===== src/rtl/pc_ctrl_pkg.sv =====
// pc_ctrl_pkg: definitions shared by the fetch front end.
//   - Fetch FSM state encodings (also visible on pc_ctrl's dbg_state port).
//   - Default post-reset fetch address.
//   - NPC_* selector opcodes consumed by the next-PC unit in the parent.
package pc_ctrl_pkg;

  localparam logic [31:0] PC_RESET_DEFAULT = 32'h1c00_0000;

  typedef enum logic [1:0] {
    ST_IDLE = 2'd0,
    ST_REQ  = 2'd1,
    ST_WAIT = 2'd2,
    ST_HOLD = 2'd3
  } pc_state_t;

  // Next-PC unit source selectors.
  localparam logic [1:0] NPC_SEQ    = 2'd0; // pc + 4
  localparam logic [1:0] NPC_BRANCH = 2'd1; // pc-relative branch target
  localparam logic [1:0] NPC_JUMP   = 2'd2; // absolute jump target
  localparam logic [1:0] NPC_JUMPR  = 2'd3; // register-indirect target

endpackage


===== src/rtl/pc_ctrl.sv =====
// pc_ctrl: fetch PC register and instruction-memory request sequencer.
//
// Ports
//   clk, rst          clock, asynchronous active-high reset
//   npc               next-PC candidate (pc+4 or jump target) from next-PC unit
//   jump_taken        redirect from ID, only acted on while stall=0
//   stall             IF/ID hold from the hazard unit
//   pc                current fetch PC (feeds next-PC unit)
//   inst_req/addr     instruction-memory request; addr always equals pc
//   inst_addr_ok      request accepted
//   inst_data_ok      read data valid, inst_rdata carries it
//   if_valid/if_inst  instruction presented to IF/ID
//   if_flush          IF/ID bubble insert (= effective redirect)
//   dbg_state         current FSM state (pc_state_t encoding)
//
// Handshake: a request is issued while inst_req=1 and is accepted in the
// cycle inst_addr_ok=1; exactly one accepted request is outstanding until
// its inst_data_ok. Data arriving in any state other than WAIT is ignored.
module pc_ctrl
  import pc_ctrl_pkg::*;
#(
  parameter logic [31:0] RESET_PC = PC_RESET_DEFAULT
) (
  input  logic        clk,
  input  logic        rst,
  input  logic [31:0] npc,
  input  logic        jump_taken,
  input  logic        stall,
  output logic [31:0] pc,
  output logic        inst_req,
  output logic [31:0] inst_addr,
  input  logic        inst_addr_ok,
  input  logic        inst_data_ok,
  input  logic [31:0] inst_rdata,
  output logic        if_valid,
  output logic [31:0] if_inst,
  output logic        if_flush,
  output logic [1:0]  dbg_state
);

  pc_state_t   r_state, w_state_n;
  logic [31:0] r_pc, w_pc_n;
  logic        r_discard, w_discard_n;
  logic [31:0] r_target, w_target_n;
  logic [31:0] r_hold_buf, w_hold_buf_n;
  logic        w_redirect;

  assign w_redirect = jump_taken & ~stall;

  always_ff @(posedge clk or posedge rst) begin
    if (rst) begin
      r_state    <= ST_IDLE;
      r_pc       <= RESET_PC;
      r_discard  <= 1'b0;
      r_target   <= 32'h0;
      r_hold_buf <= 32'h0;
    end else begin
      r_state    <= w_state_n;
      r_pc       <= w_pc_n;
      r_discard  <= w_discard_n;
      r_target   <= w_target_n;
      r_hold_buf <= w_hold_buf_n;
    end
  end

  always_comb begin
    w_state_n    = r_state;
    w_pc_n       = r_pc;
    w_discard_n  = r_discard;
    w_target_n   = r_target;
    w_hold_buf_n = r_hold_buf;
    inst_req     = 1'b0;
    if_valid     = 1'b0;
    if_inst      = 32'h0;

    case (r_state)
      ST_IDLE: begin
        w_state_n = ST_REQ;
      end

      ST_REQ: begin
        inst_req = 1'b1;
        if (inst_addr_ok) begin
          w_state_n = ST_WAIT;
          // Accepted address is now fixed; a same-cycle redirect must
          // throw away the returning word and refetch from the target.
          if (w_redirect) begin
            w_discard_n = 1'b1;
            w_target_n  = npc;
          end
        end else if (w_redirect) begin
          // Nothing accepted yet, so the request address may simply move.
          w_pc_n = npc;
        end
      end

      ST_WAIT: begin
        if (inst_data_ok) begin
          w_state_n = ST_REQ;
          if (r_discard) begin
            w_pc_n      = r_target;
            w_discard_n = 1'b0;
          end else if (w_redirect) begin
            w_pc_n = npc;
          end else begin
            if_valid = 1'b1;
            if_inst  = inst_rdata;
            if (stall) begin
              w_hold_buf_n = inst_rdata;
              w_state_n    = ST_HOLD;
            end else begin
              w_pc_n = npc;
            end
          end
        end else if (w_redirect) begin
          // Later redirects overwrite an earlier pending target.
          w_discard_n = 1'b1;
          w_target_n  = npc;
        end
      end

      ST_HOLD: begin
        if (w_redirect) begin
          w_hold_buf_n = 32'h0;
          w_pc_n       = npc;
          w_state_n    = ST_REQ;
        end else begin
          if_valid = 1'b1;
          if_inst  = r_hold_buf;
          if (!stall) begin
            w_pc_n    = npc;
            w_state_n = ST_REQ;
          end
        end
      end

      default: begin
        w_state_n = ST_IDLE;
      end
    endcase
  end

  assign pc        = r_pc;
  assign inst_addr = r_pc;
  // Gated by rst so the flush is low immediately while reset is held.
  assign if_flush  = w_redirect & ~rst;
  assign dbg_state = r_state;

endmodule


===== config.mk =====
export PLATFORM = sky130hd
export DESIGN_NAME = pc_ctrl
export DESIGN_NICKNAME = d
export VERILOG_FILES = /design/src/rtl/pc_ctrl_pkg.sv /design/src/rtl/pc_ctrl.sv
export SDC_FILE = /design/constraint.sdc
export NUM_CORES = 1
export LEC_CHECK = 0
export CELL_PAD_IN_SITES_DETAIL_PLACEMENT = 1
export CELL_PAD_IN_SITES_GLOBAL_PLACEMENT = 1
export CORE_ASPECT_RATIO = 1.25
export CORE_MARGIN = 5
export CORE_UTILIZATION = 27
export DETAILED_ROUTE_END_ITERATION = 10
export PLACE_DENSITY = 0.67
export SYNTH_ARGS = -nofsm -noshare
export SYNTH_HDL_FRONTEND = slang
export SYNTH_SLANG_ARGS = --single-unit

===== constraint.sdc =====
create_clock -name clk -period 4.67 [get_ports clk]
set_input_delay 0.934 -clock clk [delete_from_list [all_inputs] [get_ports clk]]
set_output_delay 0.934 -clock clk [all_outputs]
set_load 0.02 [all_outputs]

# After elaboration in Yosys (flattened, before gate mapping)
# Index checks and enable logic that the tools add are counted.
[totals]
register_bits = 99
input_bits = 70
output_inout_bits = 101
wordCells = 68
[classes]
eq_ne = 12
muxes = 38
n_bitwise = 4
reduce_logical = 9
[ops]
columns = ["cell", "count"]
rows = [
  ["2-to-1 mux 32 bit", 17],
  ["one-hot mux 32 bit (2 select lines)", 3],
  ["one-hot mux 32 bit (3 select lines)", 1],
  ["inequality test 2 bit (second input constant)", 8],
  ["2-to-1 mux 2 bit", 7],
  ["one-hot mux 2 bit (4 select lines)", 1],
  ["2-to-1 mux 1 bit", 7],
  ["AND reduction 3 bit", 2],
  ["AND reduction 5 bit", 1],
  ["== test 2 bit (second input constant)", 2],
  ["one-hot mux 1 bit (2 select lines)", 2],
  ["AND reduction 4 bit", 1],
  ["nonzero test 2 bit", 2],
  ["inequality test 3 bit (second input constant)", 1],
  ["nonzero test 3 bit", 1],
  ["AND 1 bit", 2],
  ["== test 2 x 1 -> 1 bit (second input constant)", 1],
  ["logical NOT 2 bit", 1],
  ["NOT 1 bit", 2],
  ["AND reduction 2 bit", 1],
]

# Depth between registers and ports, before layout
# Gate-level depths: netlist of run 1.
[depth]
ltp_word = 6
mapped_depth = 8
ltp_nobuf = 6

# Least setup slack after synthesis of run 1
# OpenSTA, ideal clock, no wires.
[synth_path]
path_type = "input-to-output"
startpoint = "in stall"
endpoint = "out if_inst[0]"
t_arrival_ps = 1890
t_required_ps = 3736
setup_slack_ps = 1846
stages = 5
path_buffers = 2
cell_sequence = "nand2b_1 -> and2_1 -> clkbuf_1 -> clkbuf_1 -> a22o_1"
[synth_via]
elab_chain_len = 6
elab_cells_between_ends = 7
cone_classes = "mux (5); bitwise (2)"
[synth_lines]
columns = ["element", "line_no", "source"]
rows = [
  ["from (decl)", "pc_ctrl.sv:28", "input logic stall,"],
  ["NOT 1 bit (*)", "pc_ctrl.sv:48", "assign w_redirect = jump_taken & ~stall;"],
  ["AND 1 bit (*)", "pc_ctrl.sv:48", ""],
  ["2-to-1 mux 32 bit", "pc_ctrl.sv:103", "end else if (w_redirect) begin"],
  ["2-to-1 mux 32 bit", "pc_ctrl.sv:100", "if (r_discard) begin"],
  ["2-to-1 mux 32 bit", "pc_ctrl.sv:98", "if (inst_data_ok) begin"],
  ["one-hot mux 32 bit (2 select lines) (*)", "pc_ctrl.sv:76", "case (r_state)"],
  ["to (decl)", "pc_ctrl.sv:36", "output logic [31:0] if_inst,"],
]
# Mark *: on every way between the ends. The rest lies on a longest branch, timed or not.

# Worst setup path in the final report of run 1
[layout_path]
startpoint = "in inst_data_ok"
endpoint = "out if_inst[31]"
[layout_via]
elab_chain_len = 2
[layout_lines]
columns = ["element", "line_no", "source"]
rows = [
  ["from (decl)", "pc_ctrl.sv:33", "input logic inst_data_ok,"],
  ["2-to-1 mux 32 bit", "pc_ctrl.sv:98", ""],
  ["one-hot mux 32 bit (2 select lines)", "pc_ctrl.sv:76", ""],
]
# Every way passes these cells.

==> results of run 1 <==
## synth_stat cells
master / n
buf_1: 2
buf_6: 3
buf_4: 33
a2bb2oi_1: 14
mux2i_1: 17
buf_2: 7
dfstp_2: 3
o21a_1: 18
nand2_1: 2
a22oi_1: 1
or2_2: 1
nor2b_1: 17
o21bai_1: 1
nand3b_1: 2
nor3b_1: 17
a31oi_1: 19
o211ai_1: 18
inv_1: 5
nor2_1: 6
a211oi_4: 1
nand2b_1: 2
clkbuf_1: 29
or3b_4: 1
nor3b_2: 1
o2bb2ai_1: 14
and2_1: 1
mux2_2: 33
a21oi_1: 2
o21ai_0: 16
ha_1: 5
a32oi_1: 1
a22o_1: 65
nand2_4: 1
a211o_1: 1
dfrtp_1: 96
a211oi_1: 14
## cell usage in the layout (no fill, tap or decap), drive strengths merged, types with 5 or more instances in the layout
cell type,Yosys,routed
inv,5,6
o211ai,18,18
clkbuf,29,9
mux2,33,33
nor2b,17,17
o21ai,16,16
o2bb2ai,14,14
nor3b,18,18
a22o,65,65
nor2,6,6
mux2i,17,17
a211oi,15,15
buf,45,13
clkdlybuf4s50,0,169
dfrtp,96,96
o21a,18,18
ha,5,5
a31oi,19,19
a2bb2oi,14,14
## how the worst max path moves through the flow
stage                            start      endpoint  slack, ns
after floorplan                    rst  dbg_state[0]       1.15
after global placement    inst_data_ok   if_inst[12]       0.77
after detailed placement  inst_data_ok   if_inst[31]       0.72
after CTS                 inst_data_ok   if_inst[31]       0.71
after global routing      inst_data_ok   if_inst[14]       0.61
final                     inst_data_ok   if_inst[31]       0.73
## state kept, by name, summed over array words and instances (netlist names)
| name | flops |
|---|---|
| inst_addr | 32 |
| r_hold_buf | 32 |
| r_target | 32 |
| dbg_state | 2 |
| r_discard | 1 |
## power groups by stage
stage,logic (mW),clock network [mW],registers (mW)
finish,2.36,0.808,1.61
detailed placement,2.41,0,1.62
global route,2.55,0.868,1.67
floorplan,1.48,0,1.71
CTS,2.41,0.836,1.61
global placement,2.33,0,1.60
## critical path, stage by stage
cell	delay (ns)
clkdlybuf4s50_1	0.58
nand3b_1	0.19
nor2_2	0.12
buf_4	0.34
a22o_1	0.19
clkdlybuf4s50_1	0.64
## through the flow
step | cell area [sq um] | hold WS [ns]
floorplan | 5330 | 0.466
global placement | 7040 | 0.482
detailed placement | 7040 | 0.485
CTS | 7360 | 0.507
global route | 7360 | 0.518
finish | 7360 | 0.502
## layout make-up
cell class | instances | area (sq um)
fill | 2140 | 12100
clock buffer | 9 | 225
timing repair buffer | 182 | 1790
tap | 265 | 332
inverter | 5 | 21.3
clock inverter | 7 | 91.3
multi-input combinational | 291 | 2420
sequential | 99 | 2480
## layer usage
| metal | vias to the layer above | GRT usage | routed length [microns] | part of all wire |
|---|---|---|---|---|
| li1 | 1995 | - | - | - |
| met1 | 2249 | 0.170 | 6680 | 0.41 |
| met2 | 111 | 0.260 | 8340 | 0.52 |
| met3 | 10 | 0.0468 | 1030 | 0.064 |
| met4 | 0 | 0.0259 | 114 | 0.0071 |
| met5 | - | 0 | 0 | 0 |
## logic make-up (layout without fill, tap and decap cells)
| group | count (synthesis) | in the layout | synth area share |
|---|---|---|---|
| AO/OA/AOI/OAI | 185 | 185 | 0.272 |
| flip-flops | 99 | 99 | 0.466 |
| buffers and inverters | 79 | 203 | 0.0848 |
| AND/OR/NAND/NOR | 51 | 51 | 0.0636 |
| multiplexers | 50 | 50 | 0.102 |
| adder cells (fa/ha/maj) | 5 | 5 | 0.0117 |
==> summary.md, run 1 <==
| Metric | Value |
|---|---|
| CTS sink cnt | `99` |
| CP Capture Type | `primary output` |
| Diode count | `0` |
| Seq/Total Area, Yosys | `0.466` |
| RSZ-0062 raised after global routing | `false` |
| Die width | `roughly 140 microns` |
| HP Start | `r_target[6]` |
| Worst slew pin tran | `approximately 1.0 ns` |
| Total grt overflow | `0` |
| Worst-case clock buffer depth | `2` |
| Final Setup Violations | `0` |
| Antenna violations before repair | `0` |
| Library cells used by synthesis | `36` |
| NumNets Final | `roughly 660` |
| Fin cells | `around 860` |
| Clk root buf | `clkbuf_16` |
| Comb pwr share | `0.494` |
| Synth top area share | `0.451` |
| Final wirelength | `between 15 and 20 mm` |
| Total power | `4.78 mW` |
| WP data required | `~3.7 ns` |
| DRT iter0 DRCs | `140` |
| Core area | `19,500 sq um` |
| CP Launch Type | `input port` |
| Cts hold-fix bufs | `0` |
| Setup WS post-layout | `about 0.73 ns` |
| R2R Path End | `r_target[24]` |
| Final Hold Violating Endpoints | `0` |
| Mapped Area | `roughly 5300 sq um` |
| Number of buffers created by CTS | `9` |
| Mean Syn Cell Area | `11.4 sq um` |
| P_int | `2.92 mW` |
| Hold Path Class | `register to register` |
| Vias | `between 4,000 and 5,000` |
| Initial Utilization | `0.274` |
| Final min period | `3.94 ns` |
| Post-cts repair resize count | `0` |
| IO Pins | `roughly 170` |
| Die Y | `around 170 microns` |
| Final period utilization | `0.845` |
| Kind of critical path | `input port to primary output` |
| Pin count of the biggest net entering global routing | `between 80 and 90` |
| Max Fclk | `around 250 MHz` |
| Sw Share | `0.390` |
| DRC | `0` |
| Gpl congestion | `0.723` |
| Area growth syn-to-layout | `38.2%` |
| Routed length per instance | `around 19 microns` |
| CP max FO | `33` |
| Flop2flop setup slack | `1.70 ns` |
| Via density | `roughly 5.1` |
| Relative slew slack | `0.307` |
| Clk_lat worst skew | `around 0.35 ns` |
| Clock skew | `0.00557 ns` |
| Detail Route Antenna Nets | `0` |
| Row count | `57` |
| Largest cells by area after synthesis | `dfrtp_1, a22o_1, mux2_2` |
| Clock share of power | `0.169` |
| Psw | `between 1.5 and 2 mW` |
| Finished Core Util | `0.378` |
| Fraction of layout cells with a size suffix above 1 | `0.126` |
| Peak VDD IR | `roughly 0.21 mV` |
| I/O Buffers | `170` |
| Cell taking the most area after synthesis | `dfrtp_1` |
| P_leak | `slightly below 3 nW` |
| Power Density | `650 nW/um^2` |
| CTS tree | `done` |
| Worst R2R Path Depth | `7` |
| Worst Path Arrival | `approximately 3 ns` |
| Max Cap Viol | `0` |
| Area of the die | `between 20,000 and 25,000 sq um` |
| Post-synthesis register bit count | `roughly 100` |
| TNS Setup | `0 ns` |
| H-tree depth | `3` |
| Status | `finished clean` |
| Syn Inst Count | `469` |
| Dpl ws | `~0.7 ns` |
| R2r startpoint | `dbg_state[0]` |
| Max-slew violations | `0` |
| Min-Delay Endpoint | `r_target[6]` |
| Hold Path Depth | `1` |
| Number of global-route vias before repair | `around 5,000` |
| Detailed placement HPWL | `approximately 11 mm` |
| Global-route wire length before repair | `approximately 27 mm` |
| Post-CTS setup buffers | `0` |
| Initial DRT Pass Iterations | `4` |
| Reg clk slew, reported paths | `0.07 ns` |
| Net count after synthesis | `around 540` |
| Overall Global Routing Usage | `0.145` |
| Sequential share of power | `0.337` |
| Yosys warnings | `0` |
| Post-Place Cells | `842` |
Power figures use the tool's default switching activity.
==> inputs of run 2 (changes only) <==
==> constraint.sdc (replaced) <==
create_clock -name clk -period 4 [get_ports clk]
set_input_delay 0.8 -clock clk [delete_from_list [all_inputs] [get_ports clk]]
set_output_delay 0.8 -clock clk [all_outputs]
set_load 0.02 [all_outputs]
==> summary.md, run 2 (synthesis results as in run 1) <==
| Metric | Value |
|---|---|
| Status | `finished clean` |
| Reg clk slew, reported paths | `around 0.060 ns` |
| Global-route wire length before repair | `26.7 mm` |
| I/O Buffers | `170` |
| Die Y | `around 170 microns` |
| CP Launch Type | `input port` |
| Max Fclk | `approximately 280 MHz` |
| CP max FO | `33` |
| Max stage delay on crit path | `roughly 0.63 ns` |
| RSZ-0062 raised after global routing | `false` |
| H-tree depth | `3` |
| Met3 Wirelength | `1.17 mm` |
| Final period utilization | `0.886` |
| Commonest non-fill, non-tap cell in the layout | `clkdlybuf4s50_1` |
| CTS sink cnt | `99` |
| DRT iter0 DRCs | `121` |
| Via density | `a little over 5` |
| Crit path top cell by count | `clkdlybuf4s50_1` |
| Detail Route Antenna Nets | `0` |
| Critical path's top delay family | `buffers and inverters` |
| Clock skew | `a little over 0.01 ns` |
| Hold Path Class | `register to register` |
| Commonest cells after routing, fill and taps aside | `clkdlybuf4s50_1, dfrtp_1, a22o_1` |
| Power Density | `~760 nW/um^2` |
| TNS Setup | `0 ns` |
| Number of buffers created by CTS | `9` |
| Peak VDD IR | `about 0.29 mV` |
| IO Pins | `roughly 170` |
| Core area | `between 15,000 and 20,000 sq um` |
| Final min period | `between 3 and 4 ns` |
| Worst Path Arrival | `around 2.8 ns` |
| Fill count | `between 2,000 and 2,500` |
| Vias | `approximately 4,300` |
| Final Hold Violating Endpoints | `0` |
| Post-route cell area | `~7400 sq um` |
| Post-CTS setup buffers | `0` |
| WP data required | `3.20 ns` |
| P_leak | `2.93 nW` |
| DP Area | `approximately 7000 sq um` |
| NumNets Final | `663` |
| Detailed placement HPWL | `between 10 and 15 mm` |
| Initial Utilization | `0.274` |
| Number of global-route vias before repair | `4,926` |
| Worst-case clock buffer depth | `2` |
| Clk root buf | `clkbuf_16` |
| DR top layer | `met4` |
| Routed length per instance | `about 19 microns` |
| WP buf/inv | `3` |
| Initial DRT Pass Iterations | `4` |
| Die width | `approximately 140 microns` |
| Gpl congestion | `~0.71` |
| Pin count of the biggest net entering global routing | `57` |
| Area growth syn-to-layout | `38.6%` |
| Total power | `5.58 mW` |
| Diode count | `0` |
| Slowest cell on the critical path | `clkdlybuf4s50_1` |
| WL met2 | `approximately 8.1 mm` |
| Fraction of layout cells with a size suffix above 1 | `0.125` |
| Wl on met1 | `6.63 mm` |
| Worst slew pin tran | `0.680 ns` |
| Clk_lat worst skew | `around 0.34 ns` |
| Final Setup Violations | `0` |
| Area of the die | `around 23,000 sq um` |
| Relative slew slack | `0.547` |
| Kind of critical path | `input port to primary output` |
| Overall Global Routing Usage | `0.144` |
| Final wirelength | `between 15 and 20 mm` |
| Cts hold-fix bufs | `0` |
| Row count | `57` |
| Hold WS | `between 0.5 and 0.6 ns` |
| Post-cts repair resize count | `0` |
| CP Capture Type | `primary output` |
| Crit-path cells | `clkdlybuf4s50_1 > nand3b_1 > nor2_2 > buf_12 > a22o_1 > clkdlybuf4s50_1` |
| Max Cap Viol | `0` |
| Antenna violations before repair | `0` |
| Max-slew violations | `0` |
| CTS tree | `done` |
| Total grt overflow | `0` |
| DRC | `0` |
-- run 2: path summary, 6_finish.rpt --
path	from	end	slack (ns)	cells past startpoint
min reg2reg	r_target[2]	r_target[2]	0.50	1
max reg2reg	dbg_state[0]	r_target[15]	1.37	7
max	inst_data_ok	if_inst[31]	0.45	6
min in group asynchronous	rst	r_hold_buf[11]	0.94	2
min	r_target[2]	r_target[2]	0.50	1
max in group asynchronous	rst	inst_addr[28]	2.29	3
-- run 2: layout make-up --
cell class / instances / area [sq um] / area share
clock buffer: 10 / 229 / 0.0310
clock inverter: 6 / 87.6 / 0.0119
inverter: 5 / 21.3 / 0.00288
multi-input combinational: 291 / 2420 / 0.328
sequential: 99 / 2480 / 0.336
tap: 265 / 332 / 0.0449
timing repair buffer: 182 / 1810 / 0.245
-- run 2: layer usage --
metal  up-vias  GRT usage
li1       1991          -
met1      2202      0.173
met2       125      0.252
met3        11     0.0495
met4         0     0.0267
met5         -          0
-- run 2: report_power, final --
part           total, mW  internal [mW]  leakage, nW  switching, mW
Clock              0.940          0.550        0.157          0.390
Sequential          1.88           1.51         1.22          0.362
Combinational       2.77           1.35         1.55           1.42
Total               5.58           3.41         2.93           2.17
-- run 2: through the flow --
step                      instances  worst slack [ns]   util
after CTS                       858             0.446  0.379
after detailed placement        842             0.460  0.363
after global routing            858             0.304  0.379
final                           858             0.455  0.379
after global placement          842             0.476  0.363
after floorplan                 469             0.615      -
